==> config.mk <==
export PLATFORM = sky130hd
export DESIGN_NAME = player1_ctl
export DESIGN_NICKNAME = d
export VERILOG_FILES = /design/src/rtl/player_pkg.sv /design/src/rtl/state_pkg.sv /design/src/rtl/player1_jump.sv /design/src/rtl/player1_ctl.sv
export SDC_FILE = /design/constraint.sdc
export NUM_CORES = 1
export LEC_CHECK = 0
export CAP_MARGIN = 0
export CORE_AREA = 2 2 118 74
export DETAILED_ROUTE_END_ITERATION = 7
export DIE_AREA = 0 0 120 76
export PLACE_DENSITY = 0.6
export SLEW_MARGIN = 25
export SYNTH_ARGS = -nofsm -noshare
export SYNTH_HDL_FRONTEND = slang
export SYNTH_SLANG_ARGS = --single-unit
==> constraint.sdc <==
create_clock -name clk -period 2.79 [get_ports clk]
set_input_delay 0.558 -clock clk [delete_from_list [all_inputs] [get_ports clk]]
set_output_delay 0.558 -clock clk [all_outputs]
set_load 0.1 [all_outputs]
==> src/rtl/player_pkg.sv <==
// Player geometry shared by the controller and the draw stage.
package player_pkg;

  localparam int POS_W         = 12;
  localparam int SCREEN_WIDTH  = 640;
  localparam int PLAYER_WIDTH  = 40;
  localparam int PLAYER_X_INIT = 20;
  localparam int PLAYER_X_MIN  = 0;
  localparam int PLAYER_X_MAX  = SCREEN_WIDTH - PLAYER_WIDTH;
  localparam int GROUND_Y      = 0;

endpackage

==> src/rtl/state_pkg.sv <==
// Animation states of player 1, shared by the controller and the draw stage.
package state_pkg;

  typedef enum logic [2:0] {
    IDLE   = 3'd0,
    RIGHT1 = 3'd1,
    RIGHT2 = 3'd2,
    LEFT1  = 3'd3,
    LEFT2  = 3'd4
  } State;

endpackage

==> src/rtl/player1_jump.sv <==
// Vertical jump physics: constant-gravity ballistic arc from ground, advanced once per enable.
module player1_jump
  import player_pkg::*;
#(
  parameter int JUMP_V0 = 12,
  parameter int GRAVITY = 1
) (
  input  logic                    clk,
  input  logic                    rst_n,
  input  logic                    en,
  input  logic                    jump,
  output logic signed [POS_W-1:0] y,
  output logic                    airborne
);

  localparam logic signed [7:0]       V0     = 8'(JUMP_V0);
  localparam logic signed [7:0]       G      = 8'(GRAVITY);
  localparam logic signed [POS_W-1:0] GROUND = POS_W'(GROUND_Y);

  logic signed [POS_W-1:0] y_q, y_d, y_next;
  logic signed [7:0]       vy_q, vy_d;
  logic                    air_q, air_d;

  always_comb begin
    y_d    = y_q;
    vy_d   = vy_q;
    air_d  = air_q;
    y_next = y_q + {{(POS_W-8){vy_q[7]}}, vy_q};
    if (en) begin
      if (!air_q) begin
        // Take-off tick only loads the velocity; y moves from the next tick.
        if (jump) begin
          air_d = 1'b1;
          vy_d  = -V0;
        end
      end else if (y_next >= GROUND) begin
        y_d   = GROUND;
        vy_d  = '0;
        air_d = 1'b0;
      end else begin
        y_d  = y_next;
        vy_d = vy_q + G;
      end
    end
  end

  always_ff @(posedge clk or negedge rst_n) begin
    if (!rst_n) begin
      y_q   <= GROUND;
      vy_q  <= '0;
      air_q <= 1'b0;
    end else begin
      y_q   <= y_d;
      vy_q  <= vy_d;
      air_q <= air_d;
    end
  end

  assign y        = y_q;
  assign airborne = air_q;

endmodule

==> src/rtl/player1_ctl.sv <==
// Player 1 controller: per-frame horizontal walk with clamping, walk animation FSM and jump.
module player1_ctl
  import state_pkg::*, player_pkg::*;
#(
  parameter int X_INIT      = PLAYER_X_INIT,
  parameter int X_MIN       = PLAYER_X_MIN,
  parameter int X_MAX       = PLAYER_X_MAX,
  parameter int STEP        = 4,
  parameter int ANIM_FRAMES = 8,
  parameter int JUMP_V0     = 12,
  parameter int GRAVITY     = 1
) (
  input  logic             clk,
  input  logic             rst_n,
  input  logic             vblnk,
  input  logic             left,
  input  logic             right,
  input  logic             jump,
  output logic [POS_W-1:0] xpos_player1,
  output logic [POS_W-1:0] ypos_player1,
  output State             state
);

  localparam int                AW        = (ANIM_FRAMES > 1) ? $clog2(ANIM_FRAMES) : 1;
  localparam logic [AW-1:0]     ANIM_LAST = AW'(ANIM_FRAMES - 1);
  localparam logic [POS_W-1:0]  X_INIT_W  = POS_W'(X_INIT);
  localparam logic [POS_W-1:0]  X_MIN_W   = POS_W'(X_MIN);
  localparam logic [POS_W-1:0]  X_MAX_W   = POS_W'(X_MAX);
  localparam logic [POS_W-1:0]  STEP_W    = POS_W'(STEP);

  logic                    vblnk_d_q;
  logic                    frame_tick;
  logic                    go_right, go_left;
  logic [POS_W-1:0]        x_q, x_d;
  State                    state_q, state_d;
  logic [AW-1:0]           anim_cnt_q, anim_cnt_d;
  logic signed [POS_W-1:0] y;
  logic                    airborne;

  assign frame_tick = vblnk & ~vblnk_d_q;
  assign go_right   = right & ~left;
  assign go_left    = left & ~right;

  // Bounds are tested before the add/subtract so x never wraps near either edge.
  always_comb begin
    x_d = x_q;
    if (frame_tick) begin
      if (go_right) begin
        x_d = (x_q >= X_MAX_W - STEP_W) ? X_MAX_W : x_q + STEP_W;
      end else if (go_left) begin
        x_d = (x_q < X_MIN_W + STEP_W) ? X_MIN_W : x_q - STEP_W;
      end
    end
  end

  always_comb begin
    state_d    = state_q;
    anim_cnt_d = anim_cnt_q;
    if (frame_tick) begin
      if (go_right) begin
        if (state_q == RIGHT1 || state_q == RIGHT2) begin
          if (anim_cnt_q == ANIM_LAST) begin
            state_d    = (state_q == RIGHT1) ? RIGHT2 : RIGHT1;
            anim_cnt_d = '0;
          end else begin
            anim_cnt_d = anim_cnt_q + AW'(1);
          end
        end else begin
          state_d    = RIGHT1;
          anim_cnt_d = '0;
        end
      end else if (go_left) begin
        if (state_q == LEFT1 || state_q == LEFT2) begin
          if (anim_cnt_q == ANIM_LAST) begin
            state_d    = (state_q == LEFT1) ? LEFT2 : LEFT1;
            anim_cnt_d = '0;
          end else begin
            anim_cnt_d = anim_cnt_q + AW'(1);
          end
        end else begin
          state_d    = LEFT1;
          anim_cnt_d = '0;
        end
      end else begin
        state_d    = IDLE;
        anim_cnt_d = '0;
      end
    end
  end

  // vblnk_d resets high so a vblnk already high at reset release is not a rising edge.
  always_ff @(posedge clk or negedge rst_n) begin
    if (!rst_n) begin
      vblnk_d_q  <= 1'b1;
      x_q        <= X_INIT_W;
      state_q    <= IDLE;
      anim_cnt_q <= '0;
    end else begin
      vblnk_d_q  <= vblnk;
      x_q        <= x_d;
      state_q    <= state_d;
      anim_cnt_q <= anim_cnt_d;
    end
  end

  player1_jump #(
    .JUMP_V0 (JUMP_V0),
    .GRAVITY (GRAVITY)
  ) u_jump (
    .clk      (clk),
    .rst_n    (rst_n),
    .en       (frame_tick),
    .jump     (jump),
    .y        (y),
    .airborne (airborne)
  );

  assign xpos_player1 = x_q;
  assign ypos_player1 = y;
  assign state        = state_q;

endmodule

Word level (Yosys, flattened, before mapping)
Index checks and enable logic that the tools add are counted.

storage, ports and cells
  register bits = 40
  word-level logic and storage cells = 60
  bits of input ports = 6

cells by class
  add/sub/neg operators = 5
  equal/unequal tests = 7
  muxes and demuxes = 24
  magnitude comparators = 3
  bitwise operators = 6
  reductions and logical operators = 8

operators by type and width
  kind                                                                  number
  two-way mux 12 bit                                                    5
  two-way mux 3 bit                                                     12
  two-way mux 8 bit                                                     3
  adder 12 bit                                                          1
  adder 12 x 3 -> 12 bit (second input constant)                        1
  greater-or-equal comparator 12 x 1 -> 1 bit (second input constant)   1
  greater-or-equal comparator 12 x 10 -> 1 bit (second input constant)  1
  less-than comparator 12 x 3 -> 1 bit (second input constant)          1
  subtractor 12 x 3 -> 12 bit (second input constant)                   1
  adder 8 x 2 -> 8 bit (second input constant)                          1
  equality test 3 x 2 -> 1 bit (second input constant)                  2
  equality test 3 bit (second input constant)                           2
  AND reduction 2 bit                                                   3
  inequality test 4 bit (second input constant)                         1
  nonzero test 2 bit                                                    2
  adder 3 x 1 -> 3 bit (second input constant)                          1
  AND 1 bit                                                             3
  equality test 3 x 1 -> 1 bit (second input constant)                  1
  two-way mux 1 bit                                                     3
  inequality test 3 x 2 -> 1 bit (second input constant)                1
  inverter 1 bit                                                        3
  AND reduction 3 bit                                                   1
  logical OR 1 bit                                                      2
  two-way mux 2 bit                                                     1

Logic depth before layout (Yosys ltp)
  word-level depth = 6
  gate-level depth with buffers = 9

Modules after synthesis
Synthesis repeated with hierarchy kept, for this count alone.

unflattened totals
  cell total of the unflattened synthesis = 305
  area, all modules = 2835.2 sq um

by module, submodules not included
  module        sequential area each (sq um)  instances  cells an instance  area an instance (sq um)
  player1_jump  525.5                         1          144                1423.9
  player1_ctl   429.2                         1          161                1411.4

Worst setup path before layout
Ideal clock, no wire load.

  path kind = register to register
  start point = register x_q[3], in the netlist xpos_player1[3]
  end point = register x_q[4], in the netlist xpos_player1[4]
  slack = 40 ps
  cell stages (with the launch flop) = 9
  period minus slack after synthesis = 2750 ps
  data required time = 2707 ps
  arrival time = 2667 ps
  cells stage by stage = dfrtp_1 inv_1 ha_1 nand2b_1 a21o_1 a211o_1 a21o_1 a22o_1 a221o_1

on the way
  cells in the longest elaborated chain, start to end = 4
  elaborated cells on any way between the ends = 8

RTL lines
  element                                                                                     line                RTL
  from (decl)                                                                                 player1_ctl.sv:34   logic [POS_W-1:0] x_q, x_d;
  from (signal assigned)                                                                      player1_ctl.sv:95   x_q <= X_INIT_W;
  from (signal assigned)                                                                      player1_ctl.sv:100  x_q <= x_d;
  subtractor 12 x 3 -> 12 bit / less-than comparator 12 x 3 -> 1 bit (equally long branches)  player1_ctl.sv:51   x_d = (x_q < X_MIN_W + STEP_W) ? X_MIN_W : x_q - STEP_W;
  two-way mux 12 bit                                                                          player1_ctl.sv:51
  two-way mux 12 bit                                                                          player1_ctl.sv:50   end else if (go_left) begin
  two-way mux 12 bit (*)                                                                      player1_ctl.sv:48   if (go_right) begin

Every way passes the cells marked *; elsewhere a longest branch is shown, timed or not. The select of a mux whose other input is x is not followed.
A chain may end at the register's enable or synchronous reset.

Final worst setup path
  start point = register u_jump.y_q[1], in the netlist u_jump.y[1]
  end point = register u_jump.y_q[2], in the netlist u_jump.y[2]

on the way
  cells in the longest elaborated chain, start to end = 3

RTL lines
  element                                      line                RTL
  from (decl)                                  player1_jump.sv:20  logic signed [POS_W-1:0] y_q, y_d, y_next;
  from (signal assigned)                       player1_jump.sv:53  y_q <= y_d;
  adder 12 bit (*)                             player1_jump.sv:28  y_next = y_q + {{(POS_W-8){vy_q[7]}}, vy_q};
  greater-or-equal comparator 12 x 1 -> 1 bit  player1_jump.sv:36  end else if (y_next >= GROUND) begin
  two-way mux 12 bit (*)                       player1_jump.sv:36

Every way passes the cells marked *; elsewhere a longest branch is shown, timed or not.

==> results_dict.tcl <==
set metrics [dict create \
    status "complete, no violations" \
    coreArea_mm2 0.00817 \
    final_hold_viol_count 0 \
    hp-class "input pin to asynchronous set/reset pin" \
    post_cts_buffers 0 \
    max_freq_mhz 423 \
    io_pins 33 \
    crit_chain "ha_1, a211oi_1, o21ai_2, o2111ai_2, a31oi_2, xnor2_2, buf_4, o41ai_2" \
    die_h_um 76 \
    peakVddDrop_mv 0.411 \
    clock_latency_ns 0.28 \
    syn_area_per_cell_um2 9.18 \
    leakagePower_nw 1.39 \
    gp_congestion 0.860 \
    overflow 0 \
    worstSetupPathType "flop to flop" \
    h-tree-depth 2 \
    tritoncts "done" \
    area_growth_pct 17.0 \
    netlist.top_cell.by_area "dfrtp_1" \
    synth_cell_types 63 \
    cp_top_family "compound AO/OA/AOI/OAI gates" \
    post_cts_resized 0 \
    numCtsBuffers 5 \
    max_stage_delay_ns 0.42 \
    num_vias 2246 \
    dieWidth_um 120 \
    synth.ff_latch_count 38 \
    firstDrtPassIters 4 \
    powerDensity_mw_per_mm2 1200 \
    start_util_pct 33.7 \
    place_area_mm2 0.00309 \
    num_rows 26 \
    drt_iter0_markers 151 \
    synth-edff-count 0 \
    nets 354 \
    drive_above_1_share_pct 21.6 \
    dpl_worst_slack_ns 0.376 \
    finalClockSkew_ns 0.0108 \
    syn_area_mm2 0.00276 \
    tns_ns 0 \
    wire_per_inst_um 14.3 \
    grt_pass1_vias 2136 \
    fin_ws_ns 0.424 \
    worst_ep_required_time_ns 2.97 \
    fin_crit_sh_pct 84.8 \
    grt_pass1_wl_um 10900 \
    crit_path_end_kind "flop" \
    setup_violations 0 \
    cp_slowest_cell "dfrtp_1" \
    clockRootBuffer "clkbuf_16" \
    r2r-end "u_jump.y[2]" \
    final_antenna_net_count 0 \
    clk_path_buf_depth 2 \
    start_kind "flop" \
    ys_seq_area_share_pct 34.7 \
    synth.area.top_cells "dfrtp_1 (32%), ha_1 (8.6%), o31ai_2 (4.5%), a21oi_1 (4.4%), nand2_1 (4.2%)" \
    max_slew_margin_pct 39.7 \
    diodes 0 \
    worst-path-buf-inv 1 \
    die_area_mm2 0.00912 \
    maxCapViolations 0 \
    worst_slew_pin_slew_ns 0.905 \
    drc 0 \
    port_buffers 30 \
    rsz0062_at_grt "false" \
    grt_start_max_net_pins 39 \
    r2r_start "u_jump.y[1]" \
    viasPerCell 5.09 \
    critical_path_arrival_ns 2.54 \
    period_minus_slack_ns 2.37 \
    grt_util_all_layers_pct 14.6 \
    stdcell_area_mm2 0.00322 \
    clock-sinks 38 \
    synth-main-ff-cell "dfrtp_1" \
    reg2reg_slack_ns 0.42 \
    hold_buffers 0 \
    path_clk_slew_ns 0.06 \
    synthArstFlopShare_pct 100 \
    maxSlewViolCount 0 \
    yosysWarnings 0 \
    totalWireLength_um 6290 \
    reg2reg_depth 8 \
    yosysTopAreaCellShare_pct 31.8 \
    cp_max_fo 17 \
    hpwl_um 4630 \
    netlist_instances 300 \
    antenna_found_initial 0 \
]
## kinds of logic (layout without fill, tap and decap cells)
family,Yosys count,in the layout,synth area share [%]
other cells,1,2,0.136
flops,38,38,34.7
compound gates,102,102,27.8
mux,4,4,1.54
fa+ha+maj,20,20,9.36
xor+xnor,11,11,3.77
buf+inv,31,59,5.40
simple gates,93,93,17.3
## registers in the layout, summed over array words and instances (netlist names)
name	count
anim_cnt_q	3
state	3
u_jump.airborne	1
u_jump.vy_q	8
u_jump.y	12
vblnk_d_q	1
xpos_player1	10
## cell usage in the layout (no fill, tap or decap), types with 4 or more instances in the layout
cell type / n
a21o_1: 6
a21oi_1: 24
a22o_1: 4
and3_1: 5
buf_4: 32
clkbuf_16: 5
clkdlybuf4s50_1: 4
dfrtp_1: 35
ha_1: 19
inv_1: 14
nand2_1: 31
nand2b_1: 4
nand3_1: 11
nor2_1: 16
nor2b_1: 6
nor3_1: 5
o21ai_0: 10
o21ai_1: 13
o31ai_2: 10
or2_2: 4
xor2_1: 7
## metal layers
metal | global-route usage, % | share of wire (%) | up-vias | wire [µm]
met3 | 2.54 | 3.9 | 2 | 245
met2 | 20.3 | 40 | 37 | 2530
met1 | 23.5 | 55 | 1052 | 3490
met5 | 0 | 0 | - | 0
li1 | - | - | 1155 | -
met4 | 2.47 | 0.37 | 0 | 23
## cells in the mapped netlist (3+ instances only)
cell type  number
nand2b_1        4
nor3_1          5
xnor2_1         3
and3_1          5
nor2b_1         6
nand3_1        11
a21o_1          6
nand2_1        31
o22ai_1         3
o31ai_2        10
inv_1          14
xor2_1          7
o211ai_1        3
or2_2           4
a22o_1          4
a21oi_1        24
ha_1           19
clkbuf_1        9
dfrtp_1        35
buf_6           3
nor2_1         16
o21ai_0        10
o21ai_1        13
o21a_1          3
a31oi_1         3
a211oi_1        3
dfstp_2         3
## through the flow
stage / util (%) / power (mW) / instances / hold WS, ns
after floorplan: - / 2.87 / 301 / 0.262
after global placement: 37.8 / 3.29 / 433 / 0.497
after detailed placement: 37.8 / 3.31 / 433 / 0.499
after CTS: 39.5 / 3.87 / 441 / 0.469
after global routing: 39.5 / 4.10 / 441 / 0.489
final: 39.5 / 3.86 / 441 / 0.406
## power by group
part | switching (mW) | total (mW) | internal [mW]
sequential | 0.278 | 1.01 | 0.737
combinational | 1.61 | 2.29 | 0.674
clock | 0.220 | 0.553 | 0.333
total | 2.11 | 3.86 | 1.74
## layout make-up
type | instances | area (µm²)
inverters | 14 | 52.6
multi-input cells | 232 | 1660
repair buffers | 37 | 285
well taps | 112 | 140
clock buffers | 8 | 136
flip-flops and latches | 38 | 955
fillers | 815 | 4940
## worst max path at each step
stage	slack (ns)	to	cells past startpoint	from
global placement	0.42	state[2]	8	left
floorplan	0.04	xpos_player1[4]	8	xpos_player1[3]
finish	0.42	u_jump.y[2]	8	u_jump.y[1]
CTS	0.38	u_jump.y[2]	8	u_jump.y[1]
global route	0.21	u_jump.y[2]	8	u_jump.y[1]
detailed placement	0.38	xpos_player1[5]	8	left
Note: power is estimated with default switching activity, not from simulation.
